## src/rtl/gram_burst_sched.sv

```systemverilog
// SDRAM burst scheduler between the CMOS write FIFO, the VGA read FIFO and sdram_core.
// Optional write-starvation guard enabled by defining ARB_STARVE_GUARD_EN.
module gram_burst_sched #(
   parameter int BURST_LEN      = 256,
   parameter int LVL_W          = 9,
   parameter int ROW_W          = 13,
   parameter int COL_W          = 9,
   parameter int ROWS_PER_FRAME = 1875,
   parameter int MAX_RD_STREAK  = 4,
   parameter int BUSY_TIMEOUT   = 1024
) (
   input  logic                     clk,
   input  logic                     rst,
   input  logic                     init_done,
   input  logic [LVL_W-1:0]         in_level,
   input  logic [LVL_W-1:0]         out_level,
   input  logic                     wr_busy,
   input  logic                     rd_busy,
   output logic                     wr_req,
   output logic                     rd_req,
   output logic [2+ROW_W+COL_W-1:0] wr_addr,
   output logic [2+ROW_W+COL_W-1:0] rd_addr,
   output logic                     wr_frame,
   output logic                     rd_frame,
   output logic                     err
);
   localparam int               TO_W      = $clog2(BUSY_TIMEOUT + 1);
   localparam logic [LVL_W:0]   BURST_LVL = (LVL_W+1)'(BURST_LEN);
   localparam logic [ROW_W-1:0] LAST_ROW  = ROW_W'(ROWS_PER_FRAME - 1);
   localparam logic [TO_W-1:0]  TO_LAST   = TO_W'(BUSY_TIMEOUT - 1);

   typedef enum logic [2:0] {
      IDLE, ISSUE_WR, WAIT_WR_RISE, WAIT_WR_FALL, ISSUE_RD, WAIT_RD_RISE, WAIT_RD_FALL
   } state_t;

   state_t           state, state_nx;
   logic [1:0]       wr_busy_sh, rd_busy_sh;  // [0] current sample, [1] previous
   logic             wr_rise, wr_fall, rd_rise, rd_fall;
   logic             wr_need, rd_need, guarded, busy_idle;
   logic             grant_wr, grant_rd, adv_wr, adv_rd, timeout;
   logic [TO_W-1:0]  to_cnt;
   logic [1:0]       wr_bank, rd_bank;
   logic [ROW_W-1:0] wr_row, rd_row;

   always_ff @(posedge clk or posedge rst) begin
      if (rst) begin
         wr_busy_sh <= '0;
         rd_busy_sh <= '0;
      end else begin
         wr_busy_sh <= {wr_busy_sh[0], wr_busy};
         rd_busy_sh <= {rd_busy_sh[0], rd_busy};
      end
   end

   assign wr_rise   = ~wr_busy_sh[1] &  wr_busy_sh[0];
   assign wr_fall   =  wr_busy_sh[1] & ~wr_busy_sh[0];
   assign rd_rise   = ~rd_busy_sh[1] &  rd_busy_sh[0];
   assign rd_fall   =  rd_busy_sh[1] & ~rd_busy_sh[0];
   assign busy_idle = ~wr_busy_sh[0] & ~rd_busy_sh[0];
   assign wr_need   = {1'b0, in_level} >= BURST_LVL;
   assign rd_need   = {1'b0, out_level} < BURST_LVL;

`ifdef ARB_STARVE_GUARD_EN
   localparam int              STK_W   = $clog2(MAX_RD_STREAK + 1);
   localparam logic [STK_W-1:0] STK_MAX = STK_W'(MAX_RD_STREAK);
   logic [STK_W-1:0] streak;

   assign guarded = (streak >= STK_MAX) && wr_need;

   always_ff @(posedge clk or posedge rst) begin
      if (rst)                              streak <= '0;
      else if (grant_wr)                    streak <= '0;
      else if (grant_rd && streak != STK_MAX) streak <= streak + 1'b1;
   end
`else
   // Strict read priority: a guard can never fire.
   assign guarded = (MAX_RD_STREAK < 0);
`endif

   always_ff @(posedge clk or posedge rst) begin
      if (rst) state <= IDLE;
      else     state <= state_nx;
   end

   always_comb begin
      state_nx = state;
      grant_wr = 1'b0;
      grant_rd = 1'b0;
      adv_wr   = 1'b0;
      adv_rd   = 1'b0;
      timeout  = 1'b0;
      case (state)
         IDLE: begin
            if (init_done && busy_idle) begin
               if (rd_need && !guarded) begin
                  grant_rd = 1'b1;
                  state_nx = ISSUE_RD;
               end else if (wr_need) begin
                  grant_wr = 1'b1;
                  state_nx = ISSUE_WR;
               end
            end
         end
         ISSUE_WR: state_nx = WAIT_WR_RISE;
         WAIT_WR_RISE: begin
            if (wr_rise) state_nx = WAIT_WR_FALL;
            else if (to_cnt == TO_LAST) begin
               timeout  = 1'b1;
               state_nx = IDLE;
            end
         end
         WAIT_WR_FALL: begin
            if (wr_fall) begin
               adv_wr   = 1'b1;
               state_nx = IDLE;
            end
         end
         ISSUE_RD: state_nx = WAIT_RD_RISE;
         WAIT_RD_RISE: begin
            if (rd_rise) state_nx = WAIT_RD_FALL;
            else if (to_cnt == TO_LAST) begin
               timeout  = 1'b1;
               state_nx = IDLE;
            end
         end
         WAIT_RD_FALL: begin
            if (rd_fall) begin
               adv_rd   = 1'b1;
               state_nx = IDLE;
            end
         end
         default: state_nx = IDLE;
      endcase
   end

   assign wr_req = (state == ISSUE_WR);
   assign rd_req = (state == ISSUE_RD);

   always_ff @(posedge clk or posedge rst) begin
      if (rst) to_cnt <= '0;
      else if (state == ISSUE_WR || state == ISSUE_RD) to_cnt <= '0;
      else if ((state == WAIT_WR_RISE || state == WAIT_RD_RISE) && to_cnt != TO_LAST)
         to_cnt <= to_cnt + 1'b1;
   end

   // Read bank only follows the writer once the writer has moved on, so a
   // slow writer makes the reader replay the last complete frame.
   always_ff @(posedge clk or posedge rst) begin
      if (rst) begin
         wr_bank  <= 2'b00;
         rd_bank  <= 2'b11;
         wr_row   <= '0;
         rd_row   <= '0;
         wr_frame <= 1'b0;
         rd_frame <= 1'b0;
         err      <= 1'b0;
      end else begin
         wr_frame <= 1'b0;
         rd_frame <= 1'b0;
         if (timeout) err <= 1'b1;
         if (adv_wr) begin
            if (wr_row == LAST_ROW) begin
               wr_row   <= '0;
               wr_bank  <= ~wr_bank;
               wr_frame <= 1'b1;
            end else begin
               wr_row <= wr_row + 1'b1;
            end
         end
         if (adv_rd) begin
            if (rd_row == LAST_ROW) begin
               rd_row   <= '0;
               rd_frame <= 1'b1;
               if (rd_bank == wr_bank) rd_bank <= ~rd_bank;
            end else begin
               rd_row <= rd_row + 1'b1;
            end
         end
      end
   end

   assign wr_addr = {wr_bank, wr_row, {COL_W{1'b0}}};
   assign rd_addr = {rd_bank, rd_row, {COL_W{1'b0}}};

endmodule

```

## config.mk

```make
export PLATFORM = sky130hd
export DESIGN_NAME = gram_burst_sched
export DESIGN_NICKNAME = d
export VERILOG_FILES = /design/src/rtl/gram_burst_sched.sv
export SDC_FILE = /design/constraint.sdc
export NUM_CORES = 1
export LEC_CHECK = 0
export CAP_MARGIN = 30
export CORE_MARGIN = 5
export CORE_UTILIZATION = 48
export DETAILED_ROUTE_END_ITERATION = 6
export PLACE_DENSITY = 0.88
export SYNTH_ARGS = -nofsm -noshare
export SYNTH_HDL_FRONTEND = slang
export SYNTH_SLANG_ARGS = --single-unit
```

## constraint.sdc

```tcl
create_clock -name clk -period 2.19 [get_ports clk]
set_input_delay 0.219 -clock clk [delete_from_list [all_inputs] [get_ports clk]]
set_output_delay 0.219 -clock clk [all_outputs]
set_load 0.05 [all_outputs]
```

==> metrics.txt, run 1 <==
# TYPE chip_impl_metric gauge
chip_impl_metric{name="power.total",unit="mW"} 2.86
chip_impl_metric{name="ys_async_sr_fraction",unit="%"} 100
chip_impl_info{name="commonest_register_cell_after_synthesis",value="dfrtp_1"} 1
chip_impl_metric{name="syn-instance-count",unit=""} 291
chip_impl_info{name="ctsRootBufferMaster",value="clkbuf_8"} 1
chip_impl_metric{name="fin_crit",unit="ns"} 2.05
chip_impl_metric{name="dr.first_iter.drc_count",unit=""} 142
chip_impl_metric{name="global_route_wire_length_before_repair",unit="um"} 9690
chip_impl_metric{name="syn-mean-instance-area",unit="um^2"} 9.61
chip_impl_metric{name="detail_route.first_pass.iterations",unit=""} 4
chip_impl_metric{name="final.period_utilization",unit="%"} 93.8
chip_impl_metric{name="via_count",unit=""} 2275
chip_impl_metric{name="cts_inserted_buffers",unit=""} 5
chip_impl_metric{name="start_util",unit="%"} 50.1
chip_impl_metric{name="fmaxAchievable",unit="MHz"} 487
chip_impl_metric{name="floorplan.core_area",unit="um^2"} 5570
chip_impl_metric{name="hold_viol_final",unit=""} 0
chip_impl_metric{name="worst-path-max-fanout",unit=""} 8
chip_impl_metric{name="pin_count_of_the_biggest_net_entering_global_routing",unit=""} 33
chip_impl_metric{name="net_count_final",unit=""} 364
chip_impl_metric{name="floorplan.die_area",unit="um^2"} 7450
chip_impl_metric{name="clkSlewWorstSetupHoldPaths",unit="ns"} 0.09
chip_impl_metric{name="setup-tns-final",unit="ns"} 0
chip_impl_metric{name="antenna-diode-count",unit=""} 0
chip_impl_metric{name="syn-cell-area",unit="um^2"} 2800
chip_impl_info{name="layout.cells.most_common",value="dfrtp_1"} 1
chip_impl_metric{name="share_of_post_route_cells_with_drive_strength_above_1",unit="%"} 10.1
chip_impl_info{name="tritoncts",value="yes"} 1
chip_impl_metric{name="register_bit_count_reported_by_yosys",unit=""} 51
chip_impl_metric{name="clockBufferDepth",unit=""} 2
chip_impl_metric{name="post-route-drc-count",unit=""} 0
chip_impl_metric{name="slew_headroom",unit="%"} 65.7
chip_impl_metric{name="maxSlewViolCount",unit=""} 0
chip_impl_metric{name="finish.cell_count_without_fillers",unit=""} 409
chip_impl_info{name="rsz0062_at_grt",value="no"} 1
chip_impl_metric{name="synth.distinct_cells",unit=""} 55
chip_impl_metric{name="globalRouteTotalUtil",unit="%"} 15.8
chip_impl_metric{name="die_w",unit="um"} 86.3
chip_impl_metric{name="place.detailed.instances",unit=""} 401
chip_impl_metric{name="drtAntennaViolNets",unit=""} 0
chip_impl_metric{name="vias_per_cell",unit=""} 5.56
chip_impl_metric{name="detail_route.wl_per_cell",unit="um"} 14.0
chip_impl_metric{name="arrival",unit="ns"} 2.24
chip_impl_metric{name="hold-worst-slack",unit="ns"} 0.230
chip_impl_metric{name="antenna_found_initial",unit=""} 0
chip_impl_metric{name="ir_drop",unit="mV"} 0.752
chip_impl_metric{name="clock_tree.htree_level_count",unit=""} 2
chip_impl_metric{name="placement.io_buffers",unit=""} 41
chip_impl_metric{name="grt_remaining_overflow",unit=""} 0
chip_impl_info{name="layout_common_cells",value="46 x dfrtp_1, 39 x clkdlybuf4s50_1, 23 x nand2_1, 18 x nand3_1, 18 x conb_1"} 1
chip_impl_metric{name="critPathRequiredTime",unit="ns"} 2.38
chip_impl_metric{name="maxCapViolCount",unit=""} 0
chip_impl_metric{name="setup_viol",unit=""} 0
chip_impl_metric{name="gp_congestion",unit=""} 0.828
chip_impl_info{name="setup.worst_path.start_class",value="flop"} 1
chip_impl_metric{name="ys_seq_area_share",unit="%"} 45.7
chip_impl_metric{name="pin_count",unit=""} 76
chip_impl_metric{name="hpwl_reported_at_the_end_of_detailed_placement",unit="um"} 4300
chip_impl_metric{name="wirelength",unit="um"} 5710
chip_impl_info{name="status",value="finished clean"} 1
chip_impl_metric{name="synth-edff-count",unit=""} 0
chip_impl_metric{name="ys_warn_count",unit=""} 0
chip_impl_metric{name="fp-row-count",unit=""} 27
chip_impl_metric{name="power_density",unit="nW/um^2"} 850
chip_impl_info{name="worstSetupPathType",value="flop to flop"} 1
chip_impl_metric{name="clock_sink_count",unit=""} 51
chip_impl_metric{name="finalClockSkew",unit="ns"} 0.00776
chip_impl_metric{name="number_of_global_route_vias_before_repair",unit=""} 2139
chip_impl_metric{name="floorplan.die.height",unit="um"} 86.3
chip_impl_metric{name="layout-area-overhead-vs-synth",unit="%"} 20.5
chip_impl_metric{name="cts_hold_repair.buffers",unit=""} 0
chip_impl_info{name="timing.critical_path.to_type",value="flop"} 1
chip_impl_info{name="min_path_type",value="input pin to async pin"} 1
chip_impl_metric{name="power.leakage",unit="nW"} 1.50
chip_impl_metric{name="clk_latency",unit="ns"} 0.30
chip_impl_metric{name="worst_slew_pin_slew",unit="ns"} 0.513
-- metal layers --
metal / vias up / part of all wire [%] / track usage [%]
met5: - / 0 / 0
met4: 0 / 0.61 / 5.10
met3: 5 / 5.9 / 2.95
met2: 69 / 50 / 27.3
met1: 1110 / 44 / 20.0
li1: 1091 / - / -
-- cells in the mapped netlist (all sizes together), types with 3 or more instances --
master	n	area, um^2
nand2b	7	43.8
and3	6	37.5
xor2	13	114
mux2i	6	60.1
nand2	23	86.3
dfrtp	49	1230
inv	13	48.8
or3	4	25.0
clkbuf	10	38.8
o31ai	7	52.6
buf	18	135
or3b	3	26.3
ha	5	62.6
nor2b	6	37.5
xnor2	6	52.6
nor3	8	40.0
or4	6	48.8
o21ai	10	50.1
nor2	17	71.3
nand4	6	37.5
nand3	18	90.1
a21oi	10	50.1
nor3b	5	37.5
-- per-stage QoR --
step | util [%] | cell area (um^2) | setup WS [ns]
6_report | 60.4 | 3370 | 0.137
5_1_grt | 60.4 | 3370 | 0.0288
4_1_cts | 60.3 | 3360 | 0.0338
3_5_place_dp | 58.4 | 3260 | 0.0558
3_3_place_gp | 58.4 | 3260 | 0.137
2_1_floorplan | - | 2860 | 0.0324
-- flip-flops by register name, indices dropped and copies added (netlist names) --
name        flops
state           3
rd_busy_sh      2
rd_frame        1
wr_frame        1
wr_busy_sh      2
to_cnt         11
rd_row         13
rd_bank         2
err             1
wr_row         13
wr_bank         2
-- area by class of cell --
| cell class | count | area, um^2 |
|---|---|---|
| Fill cell | 461 | 2210 |
| Multi-Input combinational cell | 216 | 1360 |
| Clock inverter | 1 | 30.0 |
| Timing Repair Buffer | 49 | 478 |
| Inverter | 13 | 48.8 |
| Clock buffer | 7 | 76.3 |
| Tap cell | 72 | 90.1 |
| Sequential cell | 51 | 1280 |
-- critical path: stages (launching register included) --
cell     delay [ns]
dfrtp_2        0.45
or4b_1         0.51
or4_4          0.59
o41ai_1        0.40
-- where the power goes --
part	leakage, nW	internal [mW]	switching, mW
Sequential	0.679	1.04	0.147
Combinational	0.765	0.381	0.661
Clock	0.0524	0.342	0.294
-- worst paths after layout --
path	startpoint	to	slack [ns]	depth (start not counted)
worst max-delay path	rd_row[7]	rd_bank[1]	0.14	3
worst min-delay path	rst	rd_row[1]	0.23	2
worst max register to register	rd_row[7]	rd_bank[1]	0.14	3
worst min register to register	rd_busy_sh[0]	rd_busy_sh[1]	0.47	0
max in group asynchronous	rst	to_cnt[5]	1.45	3
min in group clk	wr_busy	wr_busy_sh[0]	0.36	1
-- cell families after synthesis --
kind of cell | share of synthesized area [%]
muxes | 2.15
AOI/OAI and AO/OA | 10.5
other | 0.134
and+or+nand+nor | 25.3
xor gates and xnor gates | 5.95
adders and majority gates | 2.24
DFF | 45.7
buffers and inverters | 7.97
-- repair_timing --
| item | CTS | global route |
|---|---|---|
| resized for setup | 0 | 1 |
| setup buffers | 0 | 0 |
| hold endpoints to repair | 0 | 0 |
| endpoints found under the setup margin | 0 | 6 |
(Power assumes the default switching activity.)
==> run 2: changes to the inputs <==
CORE_MARGIN = default   (was 5)
==> metrics.txt, run 2 (synthesized netlist as in run 1, its figures left out) <==
# TYPE chip_impl_metric gauge
chip_impl_info{name="status",value="finished clean"} 1
chip_impl_metric{name="power.leakage",unit="nW"} 1.50
chip_impl_metric{name="hpwl_reported_at_the_end_of_detailed_placement",unit="um"} 4180
chip_impl_metric{name="maxCapViolCount",unit=""} 0
chip_impl_metric{name="dpl-instance-area",unit="um^2"} 3260
chip_impl_metric{name="fin_crit",unit="ns"} 2.05
chip_impl_metric{name="floorplan.die_area",unit="um^2"} 6130
chip_impl_metric{name="clock_sink_count",unit=""} 51
chip_impl_metric{name="multi_input_comb_area",unit="um^2"} 1360
chip_impl_metric{name="final.period_utilization",unit="%"} 93.6
chip_impl_metric{name="critPathRequiredTime",unit="ns"} 2.42
chip_impl_metric{name="worst-path-max-fanout",unit=""} 8
chip_impl_metric{name="clockBufferDepth",unit=""} 2
chip_impl_metric{name="globalRouteTotalUtil",unit="%"} 19.6
chip_impl_metric{name="dr.first_iter.drc_count",unit=""} 180
chip_impl_metric{name="pin_count_of_the_biggest_net_entering_global_routing",unit=""} 33
chip_impl_metric{name="placement.io_buffers",unit=""} 41
chip_impl_info{name="worstPathCellList",value="inv_1 -> ha_1 -> or3b_2 -> or4_4 -> nor2_4 -> xor2_1"} 1
chip_impl_metric{name="fp-row-count",unit=""} 27
chip_impl_metric{name="antenna_found_initial",unit=""} 0
chip_impl_metric{name="clk_latency",unit="ns"} 0.30
chip_impl_metric{name="detail_route.wl_per_cell",unit="um"} 13.9
chip_impl_metric{name="drtAntennaViolNets",unit=""} 0
chip_impl_metric{name="finalClockSkew",unit="ns"} 0.00839
chip_impl_metric{name="fin_util",unit="%"} 60.5
chip_impl_info{name="timing.critical_path.to_type",value="flop"} 1
chip_impl_metric{name="critPathMaxStageDelay",unit="ns"} 0.48
chip_impl_info{name="rsz0062_at_grt",value="no"} 1
chip_impl_metric{name="power_density",unit="nW/um^2"} 850
chip_impl_metric{name="maxSlewViolCount",unit=""} 0
chip_impl_info{name="ctsRootBufferMaster",value="clkbuf_8"} 1
chip_impl_metric{name="finish.instance_area",unit="um^2"} 3370
chip_impl_metric{name="detail_route.first_pass.iterations",unit=""} 5
chip_impl_metric{name="power.total",unit="mW"} 2.87
chip_impl_metric{name="worst-r2r-setup-slack",unit="ns"} 0.14
chip_impl_info{name="crit_path_top_delay_cell",value="or4_4"} 1
chip_impl_metric{name="pin_count",unit=""} 76
chip_impl_metric{name="setup_viol",unit=""} 0
chip_impl_metric{name="setup-tns-final",unit="ns"} 0
chip_impl_info{name="reg.largest.list",value="rd_row (13), wr_row (13), to_cnt (11)"} 1
chip_impl_metric{name="ir_drop",unit="mV"} 0.919
chip_impl_metric{name="antenna-diode-count",unit=""} 0
chip_impl_metric{name="post-route-drc-count",unit=""} 0
chip_impl_metric{name="cts_inserted_buffers",unit=""} 5
chip_impl_metric{name="arrival",unit="ns"} 2.28
chip_impl_info{name="layout_common_cells",value="46 x dfrtp_1, 39 x clkdlybuf4s50_1, 23 x nand2_1, 18 x nand3_1, 18 x conb_1"} 1
chip_impl_info{name="layout.cells.most_common",value="dfrtp_1"} 1
chip_impl_metric{name="share_of_post_route_cells_with_drive_strength_above_1",unit="%"} 10.4
chip_impl_metric{name="global_route_wire_length_before_repair",unit="um"} 9560
chip_impl_metric{name="number_of_global_route_vias_before_repair",unit=""} 2116
chip_impl_metric{name="via_count",unit=""} 2245
chip_impl_metric{name="die_w",unit="um"} 78.3
chip_impl_metric{name="floorplan.core_area",unit="um^2"} 5570
chip_impl_metric{name="clkSlewWorstSetupHoldPaths",unit="ns"} 0.09
chip_impl_metric{name="vias_per_cell",unit=""} 5.48
chip_impl_metric{name="floorplan.die.height",unit="um"} 78.3
chip_impl_metric{name="net_count_final",unit=""} 365
chip_impl_info{name="tritoncts",value="yes"} 1
chip_impl_info{name="setup.worst_path.start_class",value="flop"} 1
chip_impl_metric{name="seq_area",unit="um^2"} 1280
chip_impl_metric{name="layout-area-overhead-vs-synth",unit="%"} 20.7
chip_impl_metric{name="clock_tree.htree_level_count",unit=""} 2
chip_impl_metric{name="slew_headroom",unit="%"} 65.2
chip_impl_metric{name="start_util",unit="%"} 50.1
chip_impl_metric{name="worst_slew_pin_slew",unit="ns"} 0.520
chip_impl_info{name="worstSetupPathType",value="flop to flop"} 1
chip_impl_metric{name="wirelength",unit="um"} 5690
chip_impl_metric{name="fill_cells",unit=""} 468
chip_impl_metric{name="gp_congestion",unit=""} 0.859
chip_impl_metric{name="hold_viol_final",unit=""} 0
chip_impl_metric{name="cts.repair_timing.setup_buffer_count",unit=""} 0
chip_impl_metric{name="fmaxAchievable",unit="MHz"} 488
chip_impl_metric{name="grt_remaining_overflow",unit=""} 0
chip_impl_info{name="min_path_type",value="input pin to async pin"} 1
==> run 2: changes by cell type in the layout (fill, tap and decap cells not counted), sizes merged <==
cell  previous run  this run
buf             10        11
==> run 2: final timing paths <==
check / to / cells past startpoint / start
worst max-delay path: wr_bank[1] / 6 / wr_row[0]
worst min-delay path: rd_row[4] / 2 / rst
worst max register to register: wr_bank[1] / 6 / wr_row[0]
worst min register to register: err / 1 / err
max in group asynchronous: to_cnt[7] / 3 / rst
min in group clk: rd_busy_sh[0] / 1 / rd_busy
==> run 2: worst max-delay path: cells and delay by family (launching register included) <==
kind	cells	cell delay (ns)
simple gates	3	1.14
flops	1	0.44
xor+xnor	1	0.18
fa+ha+maj	1	0.14
buf+inv	1	0.08
==> run 2: power by group <==
group | total [mW] | internal [mW] | switching, mW
combinational | 1.04 | 0.391 | 0.653
sequential | 1.19 | 1.04 | 0.155
clock | 0.633 | 0.342 | 0.291
total | 2.87 | 1.77 | 1.10
==> run 2: layout make-up <==
cell class | instances | area share [%]
Clock inverter | 1 | 0.890
Tap cell | 72 | 2.67
Multi-Input combinational cell | 216 | 40.3
Clock buffer | 7 | 2.26
Sequential cell | 51 | 38.0
Inverter | 13 | 1.45
Timing Repair Buffer | 50 | 14.4
==> run 2: timing repair <==
action,CTS,global route
hold endpoints to repair,0,0
hold buffers,0,0
setup endpoints to repair,0,2
gates resized for setup,0,1
==> run 2: metrics by stage <==
| step | hold WS, ns | setup slack (ns) | instances |
|---|---|---|---|
| 6_report | 0.242 | 0.140 | 410 |
| 5_1_grt | 0.254 | 0.0396 | 410 |
| 4_1_cts | 0.250 | 0.0863 | 410 |
| 3_5_place_dp | 0.455 | 0.113 | 402 |
| 3_3_place_gp | 0.436 | 0.137 | 402 |
| 2_1_floorplan | 0.250 | 0.0324 | 308 |
==> run 2: metal layers <==
layer | wire [um] | GRT usage [%]
met1 | 2490 | 24.3
met2 | 2860 | 33.9
met3 | 211 | 2.91
met4 | 128 | 8.52
met5 | 0 | 0
